### config.mk
export PLATFORM = sky130hd
export DESIGN_NAME = programmable_sq_wave_gen
export DESIGN_NICKNAME = d
export VERILOG_FILES = /design/src/rtl/programmable_sq_wave_gen_pkg.sv /design/src/rtl/programmable_sq_wave_gen_tick_counter.sv /design/src/rtl/programmable_sq_wave_gen.sv
export SDC_FILE = /design/constraint.sdc
export NUM_CORES = 1
export LEC_CHECK = 0
export CAP_MARGIN = 20
export CORE_MARGIN = 2
export CORE_UTILIZATION = 35
export CTS_CLUSTER_DIAMETER = 30
export DETAILED_ROUTE_END_ITERATION = 8
export SKIP_CTS_REPAIR_TIMING = 1
export SLEW_MARGIN = 10
export SYNTH_ARGS = -nofsm -noshare
export SYNTH_HDL_FRONTEND = slang
export SYNTH_HIERARCHICAL = 1
export SYNTH_SLANG_ARGS = --single-unit
### constraint.sdc
create_clock -name clk -period 3.4 [get_ports clk]
set_input_delay 0.34 -clock clk [delete_from_list [all_inputs] [get_ports clk]]
set_output_delay 0.34 -clock clk [all_outputs]
set_load 0.03 [all_outputs]
### src/rtl/programmable_sq_wave_gen_pkg.sv
// Shared definitions for the programmable square-wave generator.
//   phase_t           : ON (output high) / OFF (output low) phase encoding
//   CLK_PER_TICK_DEF  : default system clocks per 100 ns time-base tick
//   CTRL_W_DEF        : default width of the ON/OFF duration controls
package programmable_sq_wave_gen_pkg;

   localparam int CLK_PER_TICK_DEF = 10;
   localparam int CTRL_W_DEF       = 4;

   typedef enum logic {
      ON  = 1'b0,
      OFF = 1'b1
   } phase_t;

endpackage

### src/rtl/programmable_sq_wave_gen_tick_counter.sv
// Free-running modulo-M prescaler. Counts 0..M-1 and wraps to 0; max_tick is
// high for the single clock in which the count sits at M-1.
//   clk      : system clock
//   reset    : asynchronous active-low reset (count returns to 0)
//   max_tick : one-clock pulse at the last count of every M-clock window
module mod_m_tick_counter #(
   parameter int M = 10
) (
   input  logic clk,
   input  logic reset,
   output logic max_tick
);

   localparam int CW = (M > 1) ? $clog2(M) : 1;
   localparam logic [CW-1:0] LAST = CW'(M - 1);

   logic [CW-1:0] cnt_q;

   always_ff @(posedge clk or negedge reset) begin
      if (!reset) begin
         cnt_q <= '0;
      end else if (cnt_q == LAST) begin
         cnt_q <= '0;
      end else begin
         cnt_q <= cnt_q + CW'(1);
      end
   end

   assign max_tick = (cnt_q == LAST);

endmodule

### src/rtl/programmable_sq_wave_gen.sv
// Programmable square-wave generator on a 100 ns time base.
//   clk            : 100 MHz system clock
//   reset          : asynchronous active-low reset
//   ctrl_on        : ON duration in ticks (0 behaves as 1)
//   ctrl_off       : OFF duration in ticks (0 behaves as 1)
//   sq_wave        : registered square-wave output
//   debug_ns_tick  : one-clock pulse at the end of every tick
//   debug_ns_count : registered toggle flipping on every tick
//
// state | meaning
// ------+-------------------------------------------
// ON    | sq_wave high, counting ctrl_on ticks
// OFF   | sq_wave low, counting ctrl_off ticks
module programmable_sq_wave_gen
   import programmable_sq_wave_gen_pkg::*;
#(
   parameter int CLK_PER_TICK = CLK_PER_TICK_DEF,
   parameter int CTRL_W       = CTRL_W_DEF
) (
   input  logic              clk,
   input  logic              reset,
   input  logic [CTRL_W-1:0] ctrl_on,
   input  logic [CTRL_W-1:0] ctrl_off,
   output logic              sq_wave,
   output logic              debug_ns_tick,
   output logic              debug_ns_count
);

   logic              tick;
   phase_t            state_q;
   logic [CTRL_W-1:0] phase_cnt_q;
   logic              sq_wave_q;
   logic              ns_count_q;
   logic [CTRL_W-1:0] ctrl_sel;
   logic [CTRL_W-1:0] eff_len;
   logic              phase_done;

   mod_m_tick_counter #(
      .M (CLK_PER_TICK)
   ) u_prescaler (
      .clk      (clk),
      .reset    (reset),
      .max_tick (tick)
   );

   assign ctrl_sel = (state_q == ON) ? ctrl_on : ctrl_off;
   assign eff_len  = (ctrl_sel == '0) ? CTRL_W'(1) : ctrl_sel;

   // Greater-or-equal so a control lowered mid-phase ends the phase on the
   // next tick instead of letting the counter run on and wrap.
   assign phase_done = ({1'b0, phase_cnt_q} + (CTRL_W + 1)'(1)) >= {1'b0, eff_len};

   always_ff @(posedge clk or negedge reset) begin
      if (!reset) begin
         state_q     <= ON;
         phase_cnt_q <= '0;
         sq_wave_q   <= 1'b1;
         ns_count_q  <= 1'b0;
      end else if (tick) begin
         ns_count_q <= ~ns_count_q;
         if (phase_done) begin
            phase_cnt_q <= '0;
            if (state_q == ON) begin
               state_q   <= OFF;
               sq_wave_q <= 1'b0;
            end else begin
               state_q   <= ON;
               sq_wave_q <= 1'b1;
            end
         end else begin
            phase_cnt_q <= phase_cnt_q + CTRL_W'(1);
         end
      end
   end

   assign sq_wave        = sq_wave_q;
   assign debug_ns_tick  = tick;
   assign debug_ns_count = ns_count_q;

endmodule

==> metrics.csv <==
stage;metric;value;unit
status;status;complete, no violations;
yosys;Synth Area per Inst;10.3;um^2
yosys;Synth async-reset ratio;100;%
global_routing;first-pass GRT wire length;2060;um
pwr;P_leak;0.387;nW
pwr;total power;387;uW
placement;global placement routability congestion;0.706;
setup_path;Crit. End Element;output port;
clocking;clock slew at reported path FFs;0.06;ns
yosys;synth unique cells;30;
sta;Final setup violation count;0;
pwr;Sw Pwr;127;uW
clocking;CTS Sinks;11;
routing;DRC;0;
sta;Max-slew headroom;68.4;%
cells_and_area;fraction of layout cells with a size suffix above 1;11.4;%
setup_path;reg2reg start;state_q$_DFFE_PN0P_;
clocking;Clock Latency Late Sink;0.27;ns
cells_and_area;most frequent cells in the layout;12 x clkdlybuf4s50_1, 10 x dfrtp_1, 5 x ha_1;
setup_path;Critical Path, Cell by Cell;nor2b_2 > nor3b_1 > buf_4 > clkdlybuf4s50_1;
pwr;Pint;260;uW
cells_and_area;area occupied by multi-input gates;360;um^2
setup_path;CP max stage cell;clkdlybuf4s50_1;
setup_path;Worst path top cell family by delay;buffers and inverters;
cells_and_area;# diodes;0;
yosys;Netlist Area Pre-Place;661;um^2
floorplan;row cnt;15;
setup_path;Critical path buffers and inverters;2;
yosys;Post-Synthesis Cells;64;
sta;crit share post-route;66.3;%
pwr;Flop pwr share;42.0;%
cells_and_area;commonest non-fill, non-tap cell in the layout;clkdlybuf4s50_1;
floorplan;# IOs;13;
floorplan;Core Region;0.00175;mm^2
setup_path;worst r2r path cells;8;
sta;Setup Skew;0.000800;ns
yosys;EDFF count, synth;0;
routing;Routed WL per cell;11.3;um
setup_path;worst setup path startpoint;u_prescaler/cnt_q[2]$_DFF_PN0_;
clocking;CTS tree;done;
global_routing;initial antenna violation count;0;
setup_path;Req. time, crit path;3.06;ns
yosys;post-synthesis sequential area ratio;41.9;%
clocking;Root Buffer;clkbuf_4;
placement;pre-CTS setup slack;1.16;ns
setup_path;crit path max fanout;12;
global_routing;largest net degree at the start of global routing;13;
hold_path;HP Class;input pin to async pin;
routing;Via density;4.91;
floorplan;Initial Utilization;37.8;%
routing;drt first-iter violations;6;
pwr;maximum VDD drop;0.282;mV
sta;Slew Viols, Final;0;
cells_and_area;Layout area overhead;26.7;%
routing;TritonRoute pass-1 iters;3;
cells_and_area;nets;95;
yosys;post-synthesis net count;79;
routing;Detail Route Antenna Nets;0;
pwr;Logic pwr share;35.5;%
sta;Tightest Pin Transition;0.472;ns
sta;minimum clock period;2.25;ns
pwr;Net Sw Frac;32.8;%
global_routing;total track usage;13.8;%
pwr;clock network power share;22.5;%
pwr;Cell Pwr Density;462;mW/mm^2
yosys;ys flop type;dfrtp_1;
sta;final worst slack;1.15;ns
clocking;CTS buffer count;3;
sta;RSZ-0062 raised after global routing;no;
yosys;Yosys warning total;6;
setup_path;Critical Path AT;1.91;ns
floorplan;die area;0.00225;mm^2
clocking;H-tree level count;1;
setup_path;largest stage delay on the critical path;0.68;ns
setup_path;WS Path Type;register to output port;
floorplan;DIE WIDTH;47.4;um
placement;DP Wirelength;938;um
yosys;register bit total from synthesis;11;
setup_path;Startpoint Class;register;
sta;max frequency;444;MHz
cells_and_area;register area;277;um^2
setup_path;Worst R2R Setup Slack;1.32;ns
global_routing;global route total overflow;0;
flow_run;Max Cap Viol;0;
clocking;Longest Clk Path Bufs;2;
global_routing;vias in the first global route;493;
routing;Vias;511;
sta;setup TNS;0;ns
floorplan;Vert. Die Dim;47.4;um
cells_and_area;Fillers;174;
cells_and_area;final core utilization;48.0;%
placement;Port Buf Inserts;12;
sta;final hold slack;0.395;ns
setup_path;FF-to-FF End;sq_wave$_DFFE_PN1P_;
sta;final hold vios;0;
routing;final wirelength;1180;um
[Yosys cell counts, types with 2 or more instances]
| library cell | instances | area share (%) |
|---|---|---|
| o21ai_0 | 3 | 2.3 |
| xor2_1 | 3 | 4.0 |
| dfrtp_1 | 10 | 38 |
| a21oi_1 | 3 | 2.3 |
| nor3b_1 | 2 | 2.3 |
| nand3_1 | 3 | 2.3 |
| mux2i_1 | 4 | 6.1 |
| inv_1 | 4 | 2.3 |
| ha_1 | 5 | 9.5 |
| nor2_1 | 4 | 2.3 |
| xnor2_1 | 2 | 2.7 |
| nand2_1 | 3 | 1.7 |
[cells by family (layout without fill, tap and decap cells)]
| family | Yosys count | count (layout) | synth area share [%] |
|---|---|---|---|
| AO/OA/AOI/OAI | 15 | 15 | 15.9 |
| XOR/XNOR | 5 | 5 | 6.63 |
| adder cells (fa/ha/maj) | 5 | 5 | 9.47 |
| buffers and inverters | 6 | 21 | 3.60 |
| flip-flops | 11 | 11 | 41.9 |
| multiplexers | 6 | 6 | 9.47 |
| AND/OR/NAND/NOR | 16 | 16 | 13.1 |
[metrics by stage]
step	area [um^2]	instances
after floorplan	661	64
after global placement	811	100
after detailed placement	811	100
after CTS	837	104
after global routing	837	104
final	837	104
[worst max path at each step]
stage / endpoint / slack, ns / cells past startpoint
CTS: debug_ns_tick / 1.14 / 4
global placement: sq_wave$_DFFE_PN1P_ / 1.21 / 9
finish: debug_ns_tick / 1.15 / 4
detailed placement: sq_wave$_DFFE_PN1P_ / 1.16 / 9
global route: debug_ns_tick / 1.04 / 4
floorplan: phase_cnt_q[3]$_DFFE_PN0P_ / 1.16 / 6
[final cells by class]
cell class,instances,share of cell area (%)
repair buffers,13,15.2
multi-input cells,47,43.0
well taps,25,3.74
clock buffers,4,3.14
flip-flops and latches,11,33.0
inverters,4,1.79
[flip-flops by register name, summed over array words and instances, names as in the netlist]
name and flops:
debug_ns_count 1, phase_cnt_q 4, sq_wave 1, state_q 1, u_prescaler/cnt_q 4
[per-layer routing]
metal | vias up | part of all wire (%) | track usage (%) | wire length [um]
met3 | 5 | 3.7 | 6.79 | 44
met4 | 0 | 1.6 | 5.00 | 19
met5 | - | 0 | 0 | 0
met1 | 241 | 49 | 18.4 | 581
met2 | 6 | 45 | 19.5 | 534
li1 | 259 | - | - | -
[power by group through the flow]
stage / Sequential [mW] / Combinational, mW / Clock [mW]
floorplan: 0.160 / 0.105 / 0
finish: 0.162 / 0.137 / 0.0868
detailed placement: 0.165 / 0.138 / 0
global route: 0.165 / 0.158 / 0.0969
CTS: 0.162 / 0.140 / 0.0907
global placement: 0.165 / 0.135 / 0
Note: power is estimated with default switching activity, not from simulation.
